## config.mk

```make
export PLATFORM = sky130hd
export DESIGN_NAME = ucaspian_step_ctrl
export DESIGN_NICKNAME = d
export VERILOG_FILES = /design/src/rtl/ucaspian_pkg.sv /design/src/rtl/ucaspian_sticky_mask.sv /design/src/rtl/ucaspian_step_ctrl.sv
export SDC_FILE = /design/constraint.sdc
export NUM_CORES = 1
export LEC_CHECK = 0
export CAP_MARGIN = 20
export CORE_UTILIZATION = 56
export DETAILED_ROUTE_END_ITERATION = 12
export PLACE_DENSITY = 0.94
export SYNTH_ARGS = -nofsm -noshare
export SYNTH_HDL_FRONTEND = slang
export SYNTH_HIERARCHICAL = 1
export SYNTH_SLANG_ARGS = --single-unit
```

## constraint.sdc

```tcl
create_clock -name clk -period 3.2 [get_ports clk]
set_input_delay 0.48 -clock clk [delete_from_list [all_inputs] [get_ports clk]]
set_output_delay 0.48 -clock clk [all_outputs]
set_load 0.03 [all_outputs]
```

## src/rtl/ucaspian_pkg.sv

```systemverilog
// Shared types and constants for the uCaspian time-step controller.
package ucaspian_pkg;

    localparam int unsigned STEP_W_DEF = 16;

    localparam logic CLR_ACT = 1'b0;
    localparam logic CLR_CFG = 1'b1;

    typedef enum logic [2:0] {
        ST_IDLE       = 3'd0,
        ST_STEP       = 3'd1,
        ST_SETTLE     = 3'd2,
        ST_WAIT_DONE  = 3'd3,
        ST_CLEAR      = 3'd4,
        ST_CLEAR_WAIT = 3'd5
    } step_state_e;

endpackage

```

## src/rtl/ucaspian_sticky_mask.sv

```systemverilog
// N-bit OR-accumulate register with synchronous clear; all_ones_c also folds in
// the current input so a final acknowledge is seen in the cycle it arrives.
module ucaspian_sticky_mask #(
    parameter int unsigned N = 3
) (
    input  logic         clk,
    input  logic         reset,
    input  logic         clear,
    input  logic [N-1:0] set,
    output logic         all_ones_c
);

    logic [N-1:0] mask;

    always_ff @(posedge clk) begin
        if (reset || clear) begin
            mask <= '0;
        end else begin
            mask <= mask | set;
        end
    end

    assign all_ones_c = &(mask | set);

endmodule

```

## src/rtl/ucaspian_step_ctrl.sv

```systemverilog
// Time-step sequencer: issues next_step to all units, waits for every step_done,
// runs host batches of steps and sequences activity/configuration clears.
module ucaspian_step_ctrl
    import ucaspian_pkg::*;
#(
    parameter int unsigned N_UNITS    = 3,
    parameter int unsigned STEP_W     = STEP_W_DEF,
    parameter int unsigned SETTLE_CYC = 2,
    parameter int unsigned WDOG_W     = 20
) (
    input  logic               clk,
    input  logic               reset,
    input  logic               run_vld,
    input  logic [STEP_W-1:0]  run_steps,
    output logic               run_rdy,
    output logic               run_done,
    input  logic               halt,
    input  logic               clr_vld,
    input  logic               clr_cfg,
    output logic               clr_rdy,
    output logic               clr_done,
    output logic               next_step,
    input  logic [N_UNITS-1:0] unit_step_done,
    output logic               clear_act,
    output logic               clear_config,
    input  logic [N_UNITS-1:0] unit_clear_done,
    output logic [STEP_W-1:0]  step_count,
    output logic [STEP_W-1:0]  steps_left,
    output logic               busy,
    output logic               wdog_err
);

    localparam int unsigned        SET_W     = 4;
    localparam logic [WDOG_W-1:0]  WDOG_LAST = {WDOG_W{1'b1}} - WDOG_W'(1);

    step_state_e          state, state_nxt;
    logic [SET_W-1:0]     settle_cnt, settle_nxt;
    logic [WDOG_W-1:0]    wdog_cnt, wdog_nxt;
    logic                 halt_flag, halt_nxt;
    logic                 clr_type, clr_type_nxt;
    logic [STEP_W-1:0]    step_count_nxt, steps_left_nxt;
    logic                 next_step_nxt, clear_act_nxt, clear_config_nxt;
    logic                 run_done_nxt, clr_done_nxt, wdog_err_nxt;
    logic                 mask_clear_c;
    logic [N_UNITS-1:0]   mask_set_c;
    logic                 mask_full_c;
    logic                 wdog_expire_c;

    ucaspian_sticky_mask #(.N(N_UNITS)) u_done_mask (
        .clk        (clk),
        .reset      (reset),
        .clear      (mask_clear_c),
        .set        (mask_set_c),
        .all_ones_c (mask_full_c)
    );

    assign run_rdy = (state == ST_IDLE) && !reset;
    assign clr_rdy = (state == ST_IDLE) && !reset;
    assign busy    = (state != ST_IDLE);

    // Watchdog fires as the counter would reach all-ones.
    assign wdog_expire_c = (wdog_cnt == WDOG_LAST);

    // Next-state and registered-output logic.
    always_comb begin
        state_nxt      = state;
        settle_nxt     = settle_cnt;
        halt_nxt       = halt_flag;
        clr_type_nxt   = clr_type;
        step_count_nxt = step_count;
        steps_left_nxt = steps_left;
        run_done_nxt   = 1'b0;
        clr_done_nxt   = 1'b0;
        wdog_err_nxt   = wdog_err;
        mask_clear_c   = 1'b0;
        mask_set_c     = '0;

        case (state)
            ST_IDLE: begin
                if (clr_vld) begin
                    clr_type_nxt = clr_cfg;
                    state_nxt    = ST_CLEAR;
                end else if (run_vld) begin
                    if (run_steps == '0) begin
                        run_done_nxt = 1'b1;
                    end else begin
                        steps_left_nxt = run_steps;
                        state_nxt      = ST_STEP;
                    end
                end
            end
            ST_STEP: begin
                if (halt) halt_nxt = 1'b1;
                steps_left_nxt = steps_left - STEP_W'(1);
                step_count_nxt = step_count + STEP_W'(1);
                settle_nxt     = SET_W'(SETTLE_CYC);
                state_nxt      = ST_SETTLE;
            end
            ST_SETTLE: begin
                if (halt) halt_nxt = 1'b1;
                settle_nxt = settle_cnt - SET_W'(1);
                if (settle_cnt <= SET_W'(1)) state_nxt = ST_WAIT_DONE;
            end
            ST_WAIT_DONE: begin
                if (halt) halt_nxt = 1'b1;
                if (&unit_step_done) begin
                    if ((steps_left == '0) || halt_flag) begin
                        run_done_nxt = 1'b1;
                        halt_nxt     = 1'b0;
                        state_nxt    = ST_IDLE;
                    end else begin
                        state_nxt = ST_STEP;
                    end
                end else if (wdog_expire_c) begin
                    wdog_err_nxt = 1'b1;
                    halt_nxt     = 1'b0;
                    state_nxt    = ST_IDLE;
                end
            end
            ST_CLEAR: begin
                mask_clear_c = 1'b1;
                state_nxt    = ST_CLEAR_WAIT;
            end
            ST_CLEAR_WAIT: begin
                mask_set_c = unit_clear_done;
                if (mask_full_c) begin
                    step_count_nxt = '0;
                    steps_left_nxt = '0;
                    clr_done_nxt   = 1'b1;
                    state_nxt      = ST_IDLE;
                end else if (wdog_expire_c) begin
                    wdog_err_nxt = 1'b1;
                    state_nxt    = ST_IDLE;
                end
            end
            default: begin
                state_nxt = ST_IDLE;
            end
        endcase

        if (state_nxt != state) begin
            wdog_nxt = '0;
        end else if ((state == ST_WAIT_DONE) || (state == ST_CLEAR_WAIT)) begin
            wdog_nxt = wdog_cnt + WDOG_W'(1);
        end else begin
            wdog_nxt = '0;
        end

        // Clear levels and next_step derive from the next state, so they never overlap.
        next_step_nxt    = (state_nxt == ST_STEP);
        clear_act_nxt    = ((state_nxt == ST_CLEAR) || (state_nxt == ST_CLEAR_WAIT))
                           && (clr_type_nxt == CLR_ACT);
        clear_config_nxt = ((state_nxt == ST_CLEAR) || (state_nxt == ST_CLEAR_WAIT))
                           && (clr_type_nxt == CLR_CFG);
    end

    // State and output registers.
    always_ff @(posedge clk) begin
        if (reset) begin
            state        <= ST_IDLE;
            settle_cnt   <= '0;
            wdog_cnt     <= '0;
            halt_flag    <= 1'b0;
            clr_type     <= CLR_ACT;
            step_count   <= '0;
            steps_left   <= '0;
            next_step    <= 1'b0;
            clear_act    <= 1'b0;
            clear_config <= 1'b0;
            run_done     <= 1'b0;
            clr_done     <= 1'b0;
            wdog_err     <= 1'b0;
        end else begin
            state        <= state_nxt;
            settle_cnt   <= settle_nxt;
            wdog_cnt     <= wdog_nxt;
            halt_flag    <= halt_nxt;
            clr_type     <= clr_type_nxt;
            step_count   <= step_count_nxt;
            steps_left   <= steps_left_nxt;
            next_step    <= next_step_nxt;
            clear_act    <= clear_act_nxt;
            clear_config <= clear_config_nxt;
            run_done     <= run_done_nxt;
            clr_done     <= clr_done_nxt;
            wdog_err     <= wdog_err_nxt;
        end
    end

endmodule

```

# Word level (Yosys, flattened, before mapping)
# Index checks and enable logic that the tools add are counted.
# word_totals
regBits	70
wordCells	100
# classes
add_sub_neg	4
n_lt_le_gt_ge	1
eq_ne	16
n_mux	36
n_bitwise	4
n_reduce_logical	25
# op_table
op	count
16-bit 2-to-1 mux	4
16-bit case mux with 3 select lines	1
16-bit zero test	2
16-bit case mux with 2 select lines	1
3-bit 2-to-1 mux	8
20-bit by 1-bit adder with 20-bit output (second input constant)	1
20-bit equality test (second input constant)	1
3-bit case mux with 6 select lines	1
1-bit 2-to-1 mux	17
16-bit by 1-bit adder with 16-bit output (second input constant)	1
16-bit by 1-bit subtractor with 16-bit output (second input constant)	1
3-bit equality test (second input constant)	4
2-bit inequality test (second input constant)	6
3-bit AND reduction	3
4-bit case mux with 2 select lines	1
2-bit nonzero test	4
3-bit by 1-bit equality test with 1-bit output (second input constant)	2
3-bit by 2-bit equality test with 1-bit output (second input constant)	2
1-bit case mux with 2 select lines	3
3-bit nonzero test	2
5-bit AND reduction	1
4-bit by 1-bit <= comparator with 1-bit output (second input constant)	1
1-bit logical OR	4
2-bit OR reduction	2
other kinds (9)	13

# Depth between registers and ports, before layout
# Gate-level depths: netlist of run 1.
# logic_depth
depth_word	9
depth_mapped	11
mapped_depth_nobuf	9

# By module
# Netlist of run 1, hierarchy kept.
# by_module_without_submodules
mod	n_inst	cells_each	area_each_um2
ucaspian_step_ctrl	1	436	3493.4
ucaspian_sticky_mask	1	10	96.3

# Worst setup path before layout of run 1
# No wires, ideal clock.
# synth_timing
path_kind	reg2out
startpoint	register state[2]
endpoint	output port run_rdy
t_arrival_ps	1901
setup_slack_ps	819
path_stages_with_launch	6
path_cell_list	dfxtp_1 > buf_2 > clkbuf_1 > or3_1 > nor2_1 > buf_4
# synth_between
elab_chain_cells	2
# synth_rtl
element	line_no	text
from (decl)	ucaspian_step_ctrl.sv:36	step_state_e state, state_nxt;
from (signal assigned)	ucaspian_step_ctrl.sv:174	state <= state_nxt;
3-bit zero test	--	
1-bit logical AND	--	
to (decl)	ucaspian_step_ctrl.sv:15	output logic run_rdy,
# Every way passes these cells.

# Worst setup path in the final report of run 1
# layout_timing
startpoint	register state[2]
endpoint	output port run_rdy
# layout_between
elab_chain_cells	2
# layout_rtl
element	line_no	text
3-bit zero test	ucaspian_step_ctrl.sv:57	assign run_rdy = (state == ST_IDLE) && !reset;
1-bit logical AND	ucaspian_step_ctrl.sv:57	
# Every way passes these cells.

==> results of run 1 <==
## layer usage
metal / routed length (um) / vias up / GRT usage
met4: 399 / 0 / 0.181
met5: 0 / - / 0
met2: 4750 / 201 / 0.489
li1: - / 1728 / -
met1: 3860 / 1743 / 0.352
met3: 680 / 50 / 0.0489
## state kept, by name, summed over array words and instances (netlist names)
name	count
state	3
u_done_mask/mask	3
run_done	1
clr_done	1
wdog_err	1
next_step	1
steps_left	16
clear_act	1
halt_flag	1
clr_type	1
settle_cnt	4
clear_config	1
wdog_cnt	20
step_count	16
## placed cells by master, fill, tap and decap left out, types with 3 or more instances in the layout
master           netlist  routed
bufinv_16              0       4
clkbuf_8               2      11
a311oi_1               5       5
inv_1                 12      12
buf_4                  3       5
ha_1                   7       7
or3_1                  4       4
nand3b_1               3       3
dfxtp_1               70      70
nand2b_1               4       4
mux2_2                 3       3
nor3_1                14      14
o21ai_0               19      19
xnor2_1               11      11
a211oi_1               6       6
a21oi_1               32      32
o21a_1                 5       5
xor2_1                10      10
o211ai_1               3       3
or4_1                  6       6
nand2_1               44      44
and3_1                 9       9
nor2_1                73      73
nor4_1                12      12
nor3b_1                3       3
nand3_1               16      16
clkdlybuf4s50_1        0      68
nand4_1                9       9
## stage by stage
| stage | std cells | utilization |
|---|---|---|
| floorplan | 446 | - |
| global placement | 571 | 0.705 |
| detailed placement | 571 | 0.705 |
| CTS | 587 | 0.751 |
| global route | 587 | 0.751 |
| finish | 587 | 0.751 |
## power groups by stage
stage               Sequential (mW)  Combinational [mW]  Clock, mW
floorplan                      1.27                1.01          0
global placement               1.16                1.51          0
detailed placement             1.17                1.55          0
CTS                            1.15                1.58      0.989
global route                   1.18                1.74       1.03
finish                         1.16                1.60      0.990
## cells by family after synthesis
kind of cell,Yosys count
buf+inv,35
xor+xnor,21
mux,4
compound gates,96
flops,70
fa+ha+maj,7
simple gates,213
## critical path, cell delays in order (launching register included)
cell and delay, ps:
dfxtp_1 520, or3_1 460, nor2_1 130, clkdlybuf4s50_1 690
## how the worst max path moves through the flow
stage / endpoint / cells after the start / slack, ps
CTS: run_rdy / 3 / 570
floorplan: run_rdy / 5 / 820
global route: run_rdy / 3 / 440
finish: run_rdy / 3 / 570
detailed placement: wdog_cnt[12] / 9 / 490
global placement: wdog_cnt[16] / 9 / 720
## layout make-up
cell class	instances	area (sq um)	area share
Clock buffer	11	151	0.0333
Clock inverter	5	129	0.0283
Inverter	12	45.0	0.00990
Multi-Input combinational cell	341	2010	0.442
Sequential cell	70	1400	0.308
Tap cell	75	93.8	0.0206
Timing Repair Buffer	73	718	0.158
==> impl_metrics.csv, run 1 <==
group,metric,value,unit
run_status,outcome,"finished, final reports clean",
sta,min_period_over_period,0.821,
yosys,syn_inst,446,
yosys,yosysMostFrequentCell,"nor2_1",
worst_setup_path,cp.required,2720,ps
global_route,grt_pass1_wl,15100,um
yosys,syn_nets,481,
clock_network,clkTransAtPathRegs,70,ps
clock_network,clockBufferDepth,2,
global_route,antenna_found_initial,0,
worst_setup_path,critPathMaxFanout,19,
floorplanning,ioPinCount,69,
yosys,yosys.area.top_type,"dfxtp_1",
route,final_antenna_net_count,0,
power_and_ir_drop,peakVddDrop,0.000556,V
clock_network,clock_latency,350,ps
global_route,grt_usage,0.294,
clock_network,clock-sinks,70,
yosys,ys.flop_type,"dfxtp_1",
cells_and_area,area_growth,26.8,%
route,first_iter_violations,355,
worst_setup_path,worstSetupPathType,"flip-flop to primary output",
route,drt-total-wl,9690,um
worst_setup_path,cp-end-kind,"primary output",
power_and_ir_drop,p_sw_frac,0.398,
sta,fin_skew,10.1,ps
yosys,syn_avg_cell_area,8.05,sq um
sta,fmax,0.381,GHz
yosys,ys_warn_count,6,
yosys,yosys-top-cells-area,"dfxtp_1 39%, nor2_1 7.6%, nand2_1 4.6%",
sta,fin_ws,572,ps
cells_and_area,nFillCells,410,
placement,placedInstanceArea,4270,sq um
route,wl_per_cell,16.5,um
sta,setup_viol,0,
floorplanning,core,6060,sq um
power_and_ir_drop,clockPowerShare,0.264,
yosys,synth_top_area_frac,0.390,
yosys,synth_top_family_by_area,"simple AND/OR/NAND/NOR gates",
yosys,yosys-top-cells-count,"73 x nor2_1, 70 x dfxtp_1, 44 x nand2_1",
flow_run,drv_cap,0,
sta,hold_ws,473,ps
sta,grt_setup_unrepaired,"false",
yosys,synthAdderAreaFrac,0.0244,
worst_setup_path,arrival,2150,ps
worst_setup_path,ff2ff_path_depth,8,
placement,gp_congestion,0.934,
power_and_ir_drop,switchingPower,1.49,mW
power_and_ir_drop,p_comb_frac,0.427,
yosys,synth.distinct_cells,64,
worst_setup_path,crit_path_start_kind,"flip-flop",
power_and_ir_drop,power_leakage,1.61,nW
clock_network,postCtsResizedCells,0,
sta,worst_pin_slew,701,ps
yosys,ys_seq_area_frac,0.390,
global_route,grt_max_degree,54,
yosys,syn_area,3590,sq um
hold_path,hp-start,"wdog_cnt[0]",
yosys,ys_ff_latch,70,
global_route,grt.overflow.total,0,
cells_and_area,num-nets-final,542,
yosys,synth_xor_xnor_area_share,0.0512,
yosys,yosys.area_share.simple,0.296,
hold_path,whs_path_depth,1,
cells_and_area,drive_above_1_share,0.0684,
clock_network,cts_root_buffer,"clkbuf_8",
sta,hold_viol,0,
route,vias,3722,
worst_setup_path,reg2reg_from,"state[2]",
yosys,synth_edf_count,0,
placement,portBuffers,68,
sta,slew_headroom,0.528,
worst_setup_path,critPathLaunch,"state[2]",
placement,hpwl,6360,um
floorplanning,die_h,82.1,um
power_and_ir_drop,internal-power,2.26,mW
hold_path,hold_path_end,"wdog_cnt[0]",
clock_network,htree_levels,3,
floorplanning,die-area,6730,sq um
global_route,grt_pass1_vias,3381,
sta,tns,0,ps
hold_path,min_path_type,"flip-flop to flip-flop",
clock_network,cts_setup_buffers,0,
cells_and_area,fin_area,4550,sq um
worst_setup_path,r2r_end,"wdog_cnt[12]",
yosys,async_flop_share,0,
clock_network,cts_tree,"done",
power_and_ir_drop,power.share.sequential,0.309,
clock_network,ctsHoldBuffers,0,
floorplanning,die_width,82.1,um
worst_setup_path,r2r_slack,650,ps
power_and_ir_drop,p_per_area,825,nW/um^2
placement,place_ws,494,ps
route,first_pass_iters,5,
yosys,yosys-mux-area-fraction,0.0122,
yosys,synth-compound-area-share,0.177,
power_and_ir_drop,p_total,3.75,mW
sta,finalCriticalPeriod,2630,ps
floorplanning,start_util,0.592,
cells_and_area,antenna_cells,0,
route,drc,0,
floorplanning,rows,28,
sta,drv_slew,0,
route,via_per_inst,6.34,
clock_network,cts_buffers,9,
Power figures use the tool's default switching activity.
==> run 2: changes to the inputs <==
--- a/config.mk
+++ b/config.mk
@@ -6,9 +6,9 @@
 export NUM_CORES = 1
 export LEC_CHECK = 0
 export CAP_MARGIN = 20
-export CORE_UTILIZATION = 56
+export CORE_UTILIZATION = 52
 export DETAILED_ROUTE_END_ITERATION = 12
-export PLACE_DENSITY = 0.94
+export PLACE_DENSITY = 0.89
 export SYNTH_ARGS = -nofsm -noshare
 export SYNTH_HDL_FRONTEND = slang
 export SYNTH_HIERARCHICAL = 1
==> constraint.sdc (replaced) <==
create_clock -name clk -period 2.5 [get_ports clk]
set_input_delay 0.375 -clock clk [delete_from_list [all_inputs] [get_ports clk]]
set_output_delay 0.375 -clock clk [all_outputs]
set_load 0.03 [all_outputs]
==> run 2 against run 1 <==
Worst setup slack got worse by 470 ps. Via count shrank 2.5%. Flip-flop and latch count did not move. Wire length is 1.4% lower. Sequential power increased by 26%. Largest power group unchanged.
==> impl_metrics.csv, run 2 (same netlist as run 1, synthesis figures left out) <==
group,metric,value,unit
worst_setup_path,crit_path_start_kind,"flip-flop",
route,via_per_inst,6.12,
global_route,grt_max_degree,54,
cells_and_area,largest_registers,"wdog_cnt (20), step_count (16), steps_left (16)",
cells_and_area,drive_above_1_share,0.0756,
clock_network,htree_levels,3,
route,vias,3629,
sta,drv_slew,0,
cells_and_area,fin_cells,593,
clock_network,cts_buffers,9,
global_route,grt_pass1_wl,15800,um
floorplanning,die_width,85.1,um
route,drt-total-wl,9560,um
sta,fmax,0.418,GHz
cells_and_area,top_register,"wdog_cnt",
sta,min_period_over_period,0.957,
global_route,grt_pass1_vias,3361,
worst_setup_path,arrival,2020,ps
flow_run,drv_cap,0,
global_route,grt_usage,0.273,
cells_and_area,area_growth,27.4,%
floorplanning,die_h,85.1,um
clock_network,cts_setup_buffers,0,
route,drc,0,
cells_and_area,largest_reg_flops,20,
floorplanning,core,6490,sq um
hold_path,hp-start,"settle_cnt[3]",
sta,fin_skew,10.7,ps
cells_and_area,layout_common_cells,"73 x nor2_1, 70 x dfxtp_1, 66 x clkdlybuf4s50_1",
worst_setup_path,cp_top_family,"buffers and inverters",
sta,tns,0,ps
cells_and_area,num-nets-final,546,
hold_path,min_path_type,"flip-flop to flip-flop",
power_and_ir_drop,peakVddDrop,0.000752,V
sta,hold_viol,0,
sta,setup_viol,0,
clock_network,clock_latency,350,ps
clock_network,clock-sinks,70,
placement,gp_congestion,0.931,
sta,worst_pin_slew,619,ps
clock_network,cts_root_buffer,"clkbuf_8",
placement,dpl.cell_count,577,
placement,hpwl,6590,um
worst_setup_path,r2r_end,"next_step",
global_route,antenna_found_initial,0,
worst_setup_path,reg2reg_from,"steps_left[0]",
clock_network,clkTransAtPathRegs,80,ps
sta,finalCriticalPeriod,2390,ps
clock_network,clockBufferDepth,2,
clock_network,postCtsResizedCells,0,
power_and_ir_drop,p_per_area,1040,nW/um^2
worst_setup_path,crit_path_max_incr_delay,680,ps
route,first_pass_iters,4,
route,wl_per_cell,16.1,um
worst_setup_path,worstSetupPathType,"flip-flop to primary output",
clock_network,ctsHoldBuffers,0,
power_and_ir_drop,power_leakage,1.64,nW
cells_and_area,antenna_cells,0,
worst_setup_path,cp.required,2120,ps
worst_setup_path,r2r_slack,400,ps
global_route,grt.overflow.total,0,
hold_path,whs_path_depth,2,
worst_setup_path,critPathSlowestCell,"clkdlybuf4s50_1",
route,first_iter_violations,303,
floorplanning,start_util,0.553,
clock_network,cts_tree,"done",
sta,grt_setup_unrepaired,"false",
worst_setup_path,cp-end-kind,"primary output",
hold_path,hold_path_end,"settle_cnt[3]",
worst_setup_path,critPathMaxFanout,17,
floorplanning,die-area,7240,sq um
route,final_antenna_net_count,0,
cells_and_area,final_common_cell,"nor2_1",
placement,portBuffers,68,
floorplanning,rows,29,
worst_setup_path,crit_buf_inv,2,
worst_setup_path,ff2ff_path_depth,6,
run_status,outcome,"finished, final reports clean",
floorplanning,ioPinCount,69,
worst_setup_path,cp_cell_sequence,"buf_4 -> or3_1 -> nor2_1 -> clkdlybuf4s50_1",
sta,slew_headroom,0.584,
run 2: cell type report:
cell class                      instances  area (sq um)
Inverter                               12          45.0
Clock buffer                           10           128
Clock inverter                          6           134
Sequential cell                        70          1400
Timing Repair Buffer                   77           758
Fill cell                             492          1920
Multi-Input combinational cell        341          2010
Tap cell                               77          96.3
run 2: worst max path at each step:
| stage | start | endpoint | slack, ps | cells after the start |
|---|---|---|---|---|
| after floorplan | state[2] | run_rdy | 220 | 5 |
| after global placement | unit_clear_done[1] | steps_left[15] | 160 | 8 |
| after detailed placement | unit_clear_done[0] | steps_left[15] | 130 | 8 |
| after CTS | state[0] | clr_rdy | 80 | 4 |
| after global routing | state[0] | run_rdy | 4 | 4 |
| final | state[0] | run_rdy | 110 | 4 |
run 2: routing by layer:
layer | routed length, um | GRT usage | vias to the layer above
met1 | 4050 | 0.342 | 1686
met3 | 657 | 0.0486 | 23
met4 | 227 | 0.148 | 0
met2 | 4620 | 0.446 | 181
met5 | 0 | 0 | -
li1 | - | - | 1739
run 2: power breakdown:
part           internal (mW)  switching (mW)  total [mW]
clock                  0.764           0.439        1.20
sequential              1.28           0.184        1.46
combinational          0.830            1.28        2.11
total                   2.87            1.90        4.78
run 2: stage by stage:
stage               area (sq um)  total power [mW]  worst slack [ps]  hold WS [ps]  utilization
global placement            4310              3.50               158           455        0.664
finish                      4570              4.78               107           486        0.704
detailed placement          4310              3.55               134           473        0.664
global route                4570              5.04              4.30           512        0.704
floorplan                   3590              2.91               224           441            -
CTS                         4570              4.75              75.3           484        0.704
run 2: worst register-to-register path: stages, from the launching register on:
cell and delay, ps:
dfxtp_1 350, inv_1 140, ha_1 150, or4b_1 460, or4_1 470, a221oi_2 310
nor4bb_1 90
==> run 3: changes to the inputs <==
==> constraint.sdc (replaced) <==
create_clock -name clk -period 2.7 [get_ports clk]
set_input_delay 0.405 -clock clk [delete_from_list [all_inputs] [get_ports clk]]
set_output_delay 0.405 -clock clk [all_outputs]
set_load 0.03 [all_outputs]
==> run 3 against run 2 <==
Clock-buffer cell count increased by 1. Wire length shrank 5.1%. Global-route usage decreased by 1.9 points. Core utilization shrank 1.2 points. Sequential share of layout area grew 0.52 points. First-iteration DRC count is 33% lower. Combinational power down 10%. Non-clock buffer count unchanged. Flip-flop and latch count did not move. Cell count unchanged. Clock power shrank 30%. Critical path depth decreased by 1. Critical path type unchanged. Critical endpoint is now clr_rdy. Largest cell class unchanged. Highest routed layer unchanged.
==> impl_metrics.csv, run 3 (same netlist as run 1, synthesis figures left out) <==
group,metric,value,unit
sta,fin_ws,279,ps
sta,slew_headroom,0.538,
cells_and_area,largest_reg_flops,20,
worst_setup_path,reg2reg_from,"state[0]",
route,first_pass_iters,7,
power_and_ir_drop,p_comb_frac,0.461,
worst_setup_path,ff2ff_path_depth,9,
cells_and_area,drive_above_1_share,0.0756,
worst_setup_path,worstSetupPathType,"flip-flop to primary output",
placement,gp_congestion,0.939,
run_status,outcome,"finished, final reports clean",
clock_network,clock-sinks,70,
sta,grt_setup_unrepaired,"false",
clock_network,postCtsResizedCells,0,
cells_and_area,area_growth,25.3,%
cells_and_area,layout_common_cells,"73 x nor2_1, 70 x dfxtp_1, 67 x clkdlybuf4s50_1",
floorplanning,die_h,85.1,um
worst_setup_path,r2r_slack,370,ps
floorplanning,start_util,0.553,
clock_network,ctsHoldBuffers,0,
placement,hpwl,6350,um
worst_setup_path,cp-end-kind,"primary output",
floorplanning,ioPinCount,69,
flow_run,drv_cap,0,
placement,place_ws,209,ps
worst_setup_path,crit_path_start_kind,"flip-flop",
route,final_antenna_net_count,0,
clock_network,cts_root_buffer,"clkbuf_8",
worst_setup_path,critPathMaxFanout,12,
route,via_per_inst,5.96,
cells_and_area,multi_input_area,2010,sq um
route,vias,3537,
hold_path,min_path_type,"flip-flop to flip-flop",
cells_and_area,top_register,"wdog_cnt",
sta,setup_viol,0,
route,first_iter_violations,202,
placement,portBuffers,68,
global_route,grt_usage,0.254,
worst_setup_path,cp.required,2300,ps
floorplanning,die-area,7240,sq um
worst_setup_path,critPathLaunch,"state[2]",
placement,dpl.cell_count,577,
global_route,gr-usage-met1,0.324,
global_route,met3_usage,0.0321,
clock_network,cts_setup_buffers,0,
global_route,use_met2,0.422,
power_and_ir_drop,switchingPower,1.73,mW
clock_network,htree_levels,3,
power_and_ir_drop,internal-power,2.40,mW
sta,tns,0,ps
sta,finalCriticalPeriod,2420,ps
floorplanning,die_width,85.1,um
power_and_ir_drop,peakVddDrop,0.000673,V
clock_network,cts_tree,"done",
clock_network,clock_latency,340,ps
cells_and_area,fin_cells,593,
sta,hold_viol,0,
placement,placedInstanceArea,4300,sq um
power_and_ir_drop,p_per_area,918,nW/um^2
cells_and_area,fin_area,4500,sq um
cells_and_area,nFillCells,497,
global_route,grt.overflow.total,0,
cells_and_area,num-nets-final,546,
sta,min_period_over_period,0.897,
power_and_ir_drop,clockPowerShare,0.204,
worst_setup_path,arrival,2020,ps
global_route,grt_pass1_wl,14800,um
clock_network,clkTransAtPathRegs,80,ps
global_route,grt_max_degree,54,
sta,worst_pin_slew,687,ps
clock_network,cts_buffers,9,
worst_setup_path,r2r_end,"steps_left[15]",
sta,fmax,0.413,GHz
power_and_ir_drop,power.share.sequential,0.334,
power_and_ir_drop,power_leakage,1.58,nW
floorplanning,rows,29,
cells_and_area,antenna_cells,0,
route,wl_per_cell,15.3,um
global_route,grt_pass1_vias,3180,
sta,fin_skew,9.40,ps
sta,drv_slew,0,
global_route,grt_most_used_layer,"met2",
route,drt-total-wl,9070,um
clock_network,clockBufferDepth,2,
cells_and_area,final_common_cell,"nor2_1",
sta,hold_ws,481,ps
route,drc,0,
cells_and_area,largest_registers,"wdog_cnt (20), step_count (16), steps_left (16)",
global_route,antenna_found_initial,0,
worst_setup_path,worst_setup_path_endpoint,"clr_rdy",
power_and_ir_drop,p_sw_frac,0.419,
floorplanning,core,6490,sq um
cells_and_area,register_area,1400,sq um
[run 3: power groups by stage]
stage / combinational [mW] / clock (mW) / sequential, mW
3_3_place_gp: 1.84 / 0 / 1.39
5_1_grt: 2.09 / 0.894 / 1.41
4_1_cts: 1.89 / 0.855 / 1.37
2_1_floorplan: 1.19 / 0 / 1.50
3_5_place_dp: 1.88 / 0 / 1.39
6_report: 1.90 / 0.844 / 1.38
[run 3: worst max-delay path, cell delays in order, from the launching register on]
cell	delay [ps]
dfxtp_1	440
or3_1	430
nor2_1	120
clkdlybuf4s50_1	680
[run 3: worst min path at each step]
stage	start	to	slack (ps)	cells after the start
floorplan	wdog_cnt[0]	wdog_cnt[0]	440	1
global placement	settle_cnt[3]	settle_cnt[3]	460	2
detailed placement	wdog_cnt[0]	wdog_cnt[0]	480	1
CTS	settle_cnt[3]	settle_cnt[3]	490	2
global route	settle_cnt[3]	settle_cnt[3]	500	2
finish	settle_cnt[3]	settle_cnt[3]	480	2
[run 3: area by class of cell]
type,instances,area share
repair buffers,77,0.165
inverters,12,0.0100
clock buffers,11,0.0314
multi-input cells,341,0.447
flip-flops and latches,70,0.312
clock inverters,5,0.0131
well taps,77,0.0214
[run 3: through the flow]
step / power, mW / util
floorplan: 2.70 / -
global placement: 3.23 / 0.662
detailed placement: 3.27 / 0.662
CTS: 4.12 / 0.693
global route: 4.39 / 0.693
finish: 4.13 / 0.693
[run 3: layer usage]
metal,share of wire,routed length (um)
met5,0,0
met4,0.020,180
met3,0.064,583
met2,0.48,4390
met1,0.43,3920
